File: src/rtl/pipe_stage_reg.sv
// pipe_stage_reg: one pipeline stage register carrying a data bundle and a
// control bundle behind a valid/ready handshake. It has an optional two-entry
// skid buffer (SKID=1), which keeps out_ready off the in_ready path.
// Control bits read as zero on bubbles, so downstream write enables stay quiet.
// The stage also counts stalled cycles in a saturating counter.
module pipe_stage_reg #(
  parameter int DATA_W = 64,
  parameter int CTRL_W = 4,
  parameter int SKID   = 1,
  parameter int CNT_W  = 16
) (
  input  logic              clk,
  input  logic              rst_n,
  input  logic              in_valid,
  output logic              in_ready,
  input  logic [DATA_W-1:0] in_data,
  input  logic [CTRL_W-1:0] in_ctrl,
  input  logic              flush,
  output logic              out_valid,
  input  logic              out_ready,
  output logic [DATA_W-1:0] out_data,
  output logic [CTRL_W-1:0] out_ctrl,
  output logic [CNT_W-1:0]  stall_cnt,
  input  logic              stall_clr
);

  logic              main_v;
  logic [DATA_W-1:0] main_data;
  logic [CTRL_W-1:0] main_ctrl;
  logic              skid_v;
  logic [DATA_W-1:0] skid_data;
  logic [CTRL_W-1:0] skid_ctrl;

  logic accept;
  logic emit;
  logic main_v_d;
  logic skid_v_d;
  logic ld_main_in;
  logic ld_main_skid;
  logic ld_skid;

  assign accept = in_valid && in_ready;
  assign emit   = main_v && out_ready;

  // With a skid entry, ready comes straight from a flop.
  // Without one, ready must look at out_ready in the same cycle.
  generate
    if (SKID != 0) begin : g_ready
      assign in_ready = !skid_v;
    end else begin : g_ready
      assign in_ready = !main_v || out_ready;
    end
  endgenerate

  // Next occupancy and load selects. Flush overrides all of them.
  // The skid entry can only fill while main holds a beat that is not leaving,
  // and with SKID=0 that case never accepts, so one decode serves both modes.
  always_comb begin
    main_v_d     = main_v;
    skid_v_d     = skid_v;
    ld_main_in   = 1'b0;
    ld_main_skid = 1'b0;
    ld_skid      = 1'b0;
    if (!main_v) begin
      if (accept) begin
        ld_main_in = 1'b1;
        main_v_d   = 1'b1;
      end
    end else if (emit) begin
      if (skid_v) begin
        ld_main_skid = 1'b1;
        skid_v_d     = 1'b0;
      end else if (accept) begin
        ld_main_in = 1'b1;
      end else begin
        main_v_d = 1'b0;
      end
    end else if (accept) begin
      ld_skid  = 1'b1;
      skid_v_d = 1'b1;
    end
    if (flush) begin
      main_v_d     = 1'b0;
      skid_v_d     = 1'b0;
      ld_main_in   = 1'b0;
      ld_main_skid = 1'b0;
      ld_skid      = 1'b0;
    end
  end

  // Main entry: the valid bit follows the decode. The payload loads only on a
  // transfer into the entry and otherwise holds, including across a flush.
  always_ff @(posedge clk or negedge rst_n) begin
    if (!rst_n) begin
      main_v    <= 1'b0;
      main_data <= '0;
      main_ctrl <= '0;
    end else begin
      main_v <= main_v_d;
      if (ld_main_in) begin
        main_data <= in_data;
        main_ctrl <= in_ctrl;
      end else if (ld_main_skid) begin
        main_data <= skid_data;
        main_ctrl <= skid_ctrl;
      end
    end
  end

  generate
    if (SKID != 0) begin : g_skid
      // Skid entry: catches the beat that was accepted while main was stalled.
      always_ff @(posedge clk or negedge rst_n) begin
        if (!rst_n) begin
          skid_v    <= 1'b0;
          skid_data <= '0;
          skid_ctrl <= '0;
        end else begin
          skid_v <= skid_v_d;
          if (ld_skid) begin
            skid_data <= in_data;
            skid_ctrl <= in_ctrl;
          end
        end
      end
    end else begin : g_no_skid
      assign skid_v    = 1'b0;
      assign skid_data = '0;
      assign skid_ctrl = '0;
    end
  endgenerate

  // Stall counter: counts cycles where a beat is held back, saturates at all
  // ones, and is cleared only by stall_clr.
  always_ff @(posedge clk or negedge rst_n) begin
    if (!rst_n) begin
      stall_cnt <= '0;
    end else if (stall_clr) begin
      stall_cnt <= '0;
    end else if (main_v && !out_ready && (stall_cnt != {CNT_W{1'b1}})) begin
      stall_cnt <= stall_cnt + 1'b1;
    end
  end

  assign out_valid = main_v;
  assign out_data  = main_data;
  assign out_ctrl  = main_v ? main_ctrl : '0;

endmodule

File: config.mk
export PLATFORM = sky130hd
export DESIGN_NAME = pipe_stage_reg
export DESIGN_NICKNAME = d
export VERILOG_FILES = /design/src/rtl/pipe_stage_reg.sv
export SDC_FILE = /design/constraint.sdc
export NUM_CORES = 1
export LEC_CHECK = 0
export BUFFER_PORTS_ARGS = -buffer_cell sky130_fd_sc_hd__buf_2
export CAP_MARGIN = 20
export CORE_UTILIZATION = 45
export DETAILED_ROUTE_END_ITERATION = 8
export PLACE_DENSITY = 0.79
export SETUP_SLACK_MARGIN = 0.3
export SYNTH_ARGS = -nofsm -noshare
export SYNTH_HDL_FRONTEND = slang
export SYNTH_SLANG_ARGS = --single-unit
File: constraint.sdc
create_clock -name clk -period 3.9 [get_ports clk]
set_input_delay 0.78 -clock clk [delete_from_list [all_inputs] [get_ports clk]]
set_output_delay 0.78 -clock clk [all_outputs]
set_load 0.01 [all_outputs]
Word level (Yosys, flattened, before mapping)
Index checks and enable logic that the tools add are counted.
- input bits: 74
- flip-flop bits (word level): 154
- output and inout bits: 86
- eq/ne operators: 1
- add/subtract/negate cells: 1
- multiplexer cells: 27
- reduce and logical (&&, ||, !) cells: 11
- operators with widths (operator ; number):
    $mux 64 ; 2
    $mux 16 ; 2
    $mux 1 ; 20
    $add 16x1->16 const B ; 1
    $ne 16x16->1 const B ; 1
    $mux 4 ; 3
    $reduce_bool 2->1 ; 3
    $logic_and 1x1->1 ; 4
    $reduce_bool 3->1 ; 1
    $logic_not 1->1 ; 2
    $reduce_and 2->1 ; 1

Depth between registers and ports, before layout
- word-level depth: 8
- depth in mapped cells: 9
- gate-level depth less buffers: 6

Least setup slack after synthesis
No wires, ideal clock.
- kind: input -> register
- from: input port out_ready
- to: register skid_data[43]
- slack: 2.085 ns
- data required time: 3.773 ns
- path buffers: 3
- cell stages on the path: 6
- arrival: 1.687 ns
- library setup time: 0.127 ns
- path through: nor2b_1 buf_4 nand2_2 buf_6 buf_6 mux2_1
- word-level cells in the longest chain between the ends: 4
- ends and longest elaborated chain (what ; line ; source):
    from (decl) ; 20 ; input logic out_ready,
    $logic_and 1x1->1 ; 43 ; assign emit = main_v && out_ready;
    $mux 1 ; 69 ; end else if (emit) begin
    $mux 1 ; 64 ; if (!main_v) begin
    $mux 1 ; 82 ; if (flush) begin
    to (signal assigned) ; 121 ; skid_data <= in_data;
    to (decl) ; 31 ; logic [DATA_W-1:0] skid_data;
Every way passes these cells.
A chain may end at the register's enable or synchronous reset.

Worst setup path in the final report
- from: register main_v, in the netlist out_valid
- to: register main_data[3], in the netlist out_data[3]
- word-level cells in the longest chain between the ends: 5
- ends and longest elaborated chain (what ; line ; source):
    from (decl) ; 27 ; logic main_v;
    from (signal assigned) ; 99 ; main_v <= main_v_d;
    $logic_and 1x1->1 ; 43 ;
    $mux 1 ; 69 ;
    $mux 1 ; 64 ;
    $mux 1 ; 82 ;
    $mux 64 or $reduce_bool 2->1 (tied branches) ; -- ;
    to (signal assigned) ; 101 ; main_data <= in_data;
    to (signal assigned) ; 104 ; main_data <= skid_data;
    to (decl) ; 28 ; logic [DATA_W-1:0] main_data;
Several ways; a longest one is shown, not always the timed one.

==> results.ini <==
[floorplanning]
io_pins = 160
die_h_um = 121
fp.coreArea_um2 = 13900
die_area_um2 = 14700
rows = 43
dieWidth_um = 121
start_util_pct = 46.3

[setup_path]
max_stage_delay_ns = 0.60
crit_type = flip-flop to flip-flop
cp-start-kind = flip-flop
end_kind = flip-flop
cp_data_required_time_ns = 4.25
cp-startpoint = out_valid
critPathSlowestCell = nor2_4
cp_max_fo = 38
timing.rr.start = out_valid
crit_chain = nor2b_1, buf_4, nor3_4, nor2_4, buf_4, nand2_1, nand2_1
worstPathArrival_ns = 2.73

[route]
vias_per_cell = 5.39
wl_per_cell_um = 16.3
wirelength_mm = 14.6
num_vias = 4811
ant_nets = 0
drt_first_iter_violations = 367
drc = 0
drt-pass1-iter-count = 4

[timing]
finalSetupViolCount = 0
clock_skew_ns = 0.0111
fmax_ghz = 0.421
period_needed_ns = 2.38
slew_headroom_pct = 35.5
hold_viol_final = 0
tns_ns = 0
timing.final.crit_share_pct = 61.0
tightestPinTransition_ns = 0.968
rsz0062_at_grt = no
finalMaxSlewViolations = 0

[clock_tree]
cts-root-buf = clkbuf_16
clk_pin_slew_ns = 0.06
cts_buffers = 17
cts_setup_buffers = 0
holdBufCountCts = 0
cts_sinks = 154
cts_buffer_depth = 2
clk_latency_ns = 0.42
postCtsResizedCells = 0
htree_levels = 4
cts_tree = built

[finish]
nets = 775
num-fill-cells = 1183
final_area_um2 = 7940
drive_gt1_share_pct = 36.6
final_cell_mix = buf_2 (158), dfrtp_1 (154), nand2_1 (144)
diodes = 0
layout_commonest_cell = buf_2
syn_to_final_growth_pct = 23.6

[power_and_ir_drop]
vdd_ir_drop_max_mv = 0.376
p_per_area_nw_per_um2 = 563
p_leak_uw = 0.00403

[synth]
synth_ff_type = dfrtp_1
yosysSeqAreaShare_pct = 60.0
synth_seq_cells = 154
ys_warn_count = 0
synth_nets = 624
async_flop_share_pct = 100
synth.avg_cell_area_um2 = 11.7
ys_types = 43
synth_edf_count = 0
synth_area_um2 = 6420
synth_cells = 549

[global_route]
grt_max_degree = 102
grt_use_total_pct = 21.1
antenna_found_initial = 0
grt_overflow = 0
grt_pass1_vias = 4796
grt_pass1_wl_mm = 23.9

[place]
place_area_um2 = 7320
gp_congestion = 0.793
place_hpwl_mm = 9.30
port_buffers = 159

[hold_path]
hp-class = primary input to asynchronous set/reset pin

[job]
drv_cap = 0

[run_status]
status = finished, final reports clean

## worst max-delay path, delay by kind of cell (launching register included)
kind / cells / cell delay [ns]
buffers and inverters: 2 / 0.69
DFF: 1 / 0.55
and+or+nand+nor: 5 / 1.04
## power breakdown
group | total, uW | internal, uW | switching [uW]
logic | 647 | 321 | 326
clock network | 1720 | 1090 | 633
registers | 2100 | 1920 | 177
total | 4470 | 3340 | 1140
## worst paths after layout
kind,to,slack (ns),cells after the start
min reg2reg,out_data[25],0.47,2
max reg2reg,out_data[3],1.52,7
min in group clk,out_data[25],0.47,2
min,skid_data[17],0.45,1
max in group asynchronous,skid_data[34],2.59,2
max,out_data[3],1.52,7
## metrics by stage
stage,util (%),power (uW),cells,hold slack [ns],worst slack (ns)
after detailed placement,52.7,2780,861,0.457,1.23
final,57.2,4470,893,0.450,1.52
after CTS,57.2,4520,893,0.472,1.49
after global routing,57.2,4690,893,0.499,1.27
after floorplan,-,2480,549,0.438,2.09
after global placement,52.7,2730,861,0.450,1.27
## per-layer routing
| metal | vias up | routed length [um] | GRT usage (%) |
|---|---|---|---|
| met3 | 18 | 806 | 5.92 |
| met1 | 2408 | 6110 | 26.3 |
| met2 | 158 | 7440 | 34.7 |
| met5 | - | 0 | 0 |
| met4 | 0 | 207 | 8.02 |
| li1 | 2227 | - | - |
## flip-flops by register name, summed over array words and instances, names as in the netlist
| signal | flops |
|---|---|
| main_ctrl | 4 |
| out_data | 64 |
| out_valid | 1 |
| skid_ctrl | 4 |
| skid_data | 64 |
| skid_v | 1 |
| stall_cnt | 16 |
## cell usage after synthesis, types with 2 or more instances
master | number | area share (%)
mux2_2 | 61 | 11
buf_4 | 6 | 0.70
nor2b_1 | 3 | 0.29
clkbuf_1 | 7 | 0.41
a21oi_1 | 7 | 0.55
and2_1 | 5 | 0.49
inv_1 | 3 | 0.18
o21ai_0 | 5 | 0.39
and4_1 | 3 | 0.41
buf_2 | 14 | 1.1
mux2_1 | 7 | 1.2
buf_6 | 5 | 0.88
xor2_1 | 7 | 0.95
nor3_1 | 2 | 0.16
nand2_1 | 144 | 8.4
a22oi_1 | 68 | 8.0
nor2_1 | 14 | 0.82
dfrtp_1 | 154 | 60
o31ai_1 | 2 | 0.23
nand3_1 | 6 | 0.47
or4_1 | 2 | 0.23
a211oi_1 | 2 | 0.23
nand4_2 | 2 | 0.39
## logic make-up after synthesis
family	synth area share (%)
compound gates	10.3
xor+xnor	1.09
flops	60.0
fa+ha+maj	0.195
mux	12.1
buf+inv	3.25
simple gates	13.1
## cell type report
type / instances / area (um^2) / area share (%)
clock buffer: 22 / 454 / 5.72
inverter: 3 / 11.3 / 0.142
sequential: 154 / 3850 / 48.6
tap: 180 / 225 / 2.84
clock inverter: 10 / 166 / 2.10
timing repair buffer: 164 / 852 / 10.7
multi-input combinational: 360 / 2370 / 29.9
(Power assumes the default switching activity.)
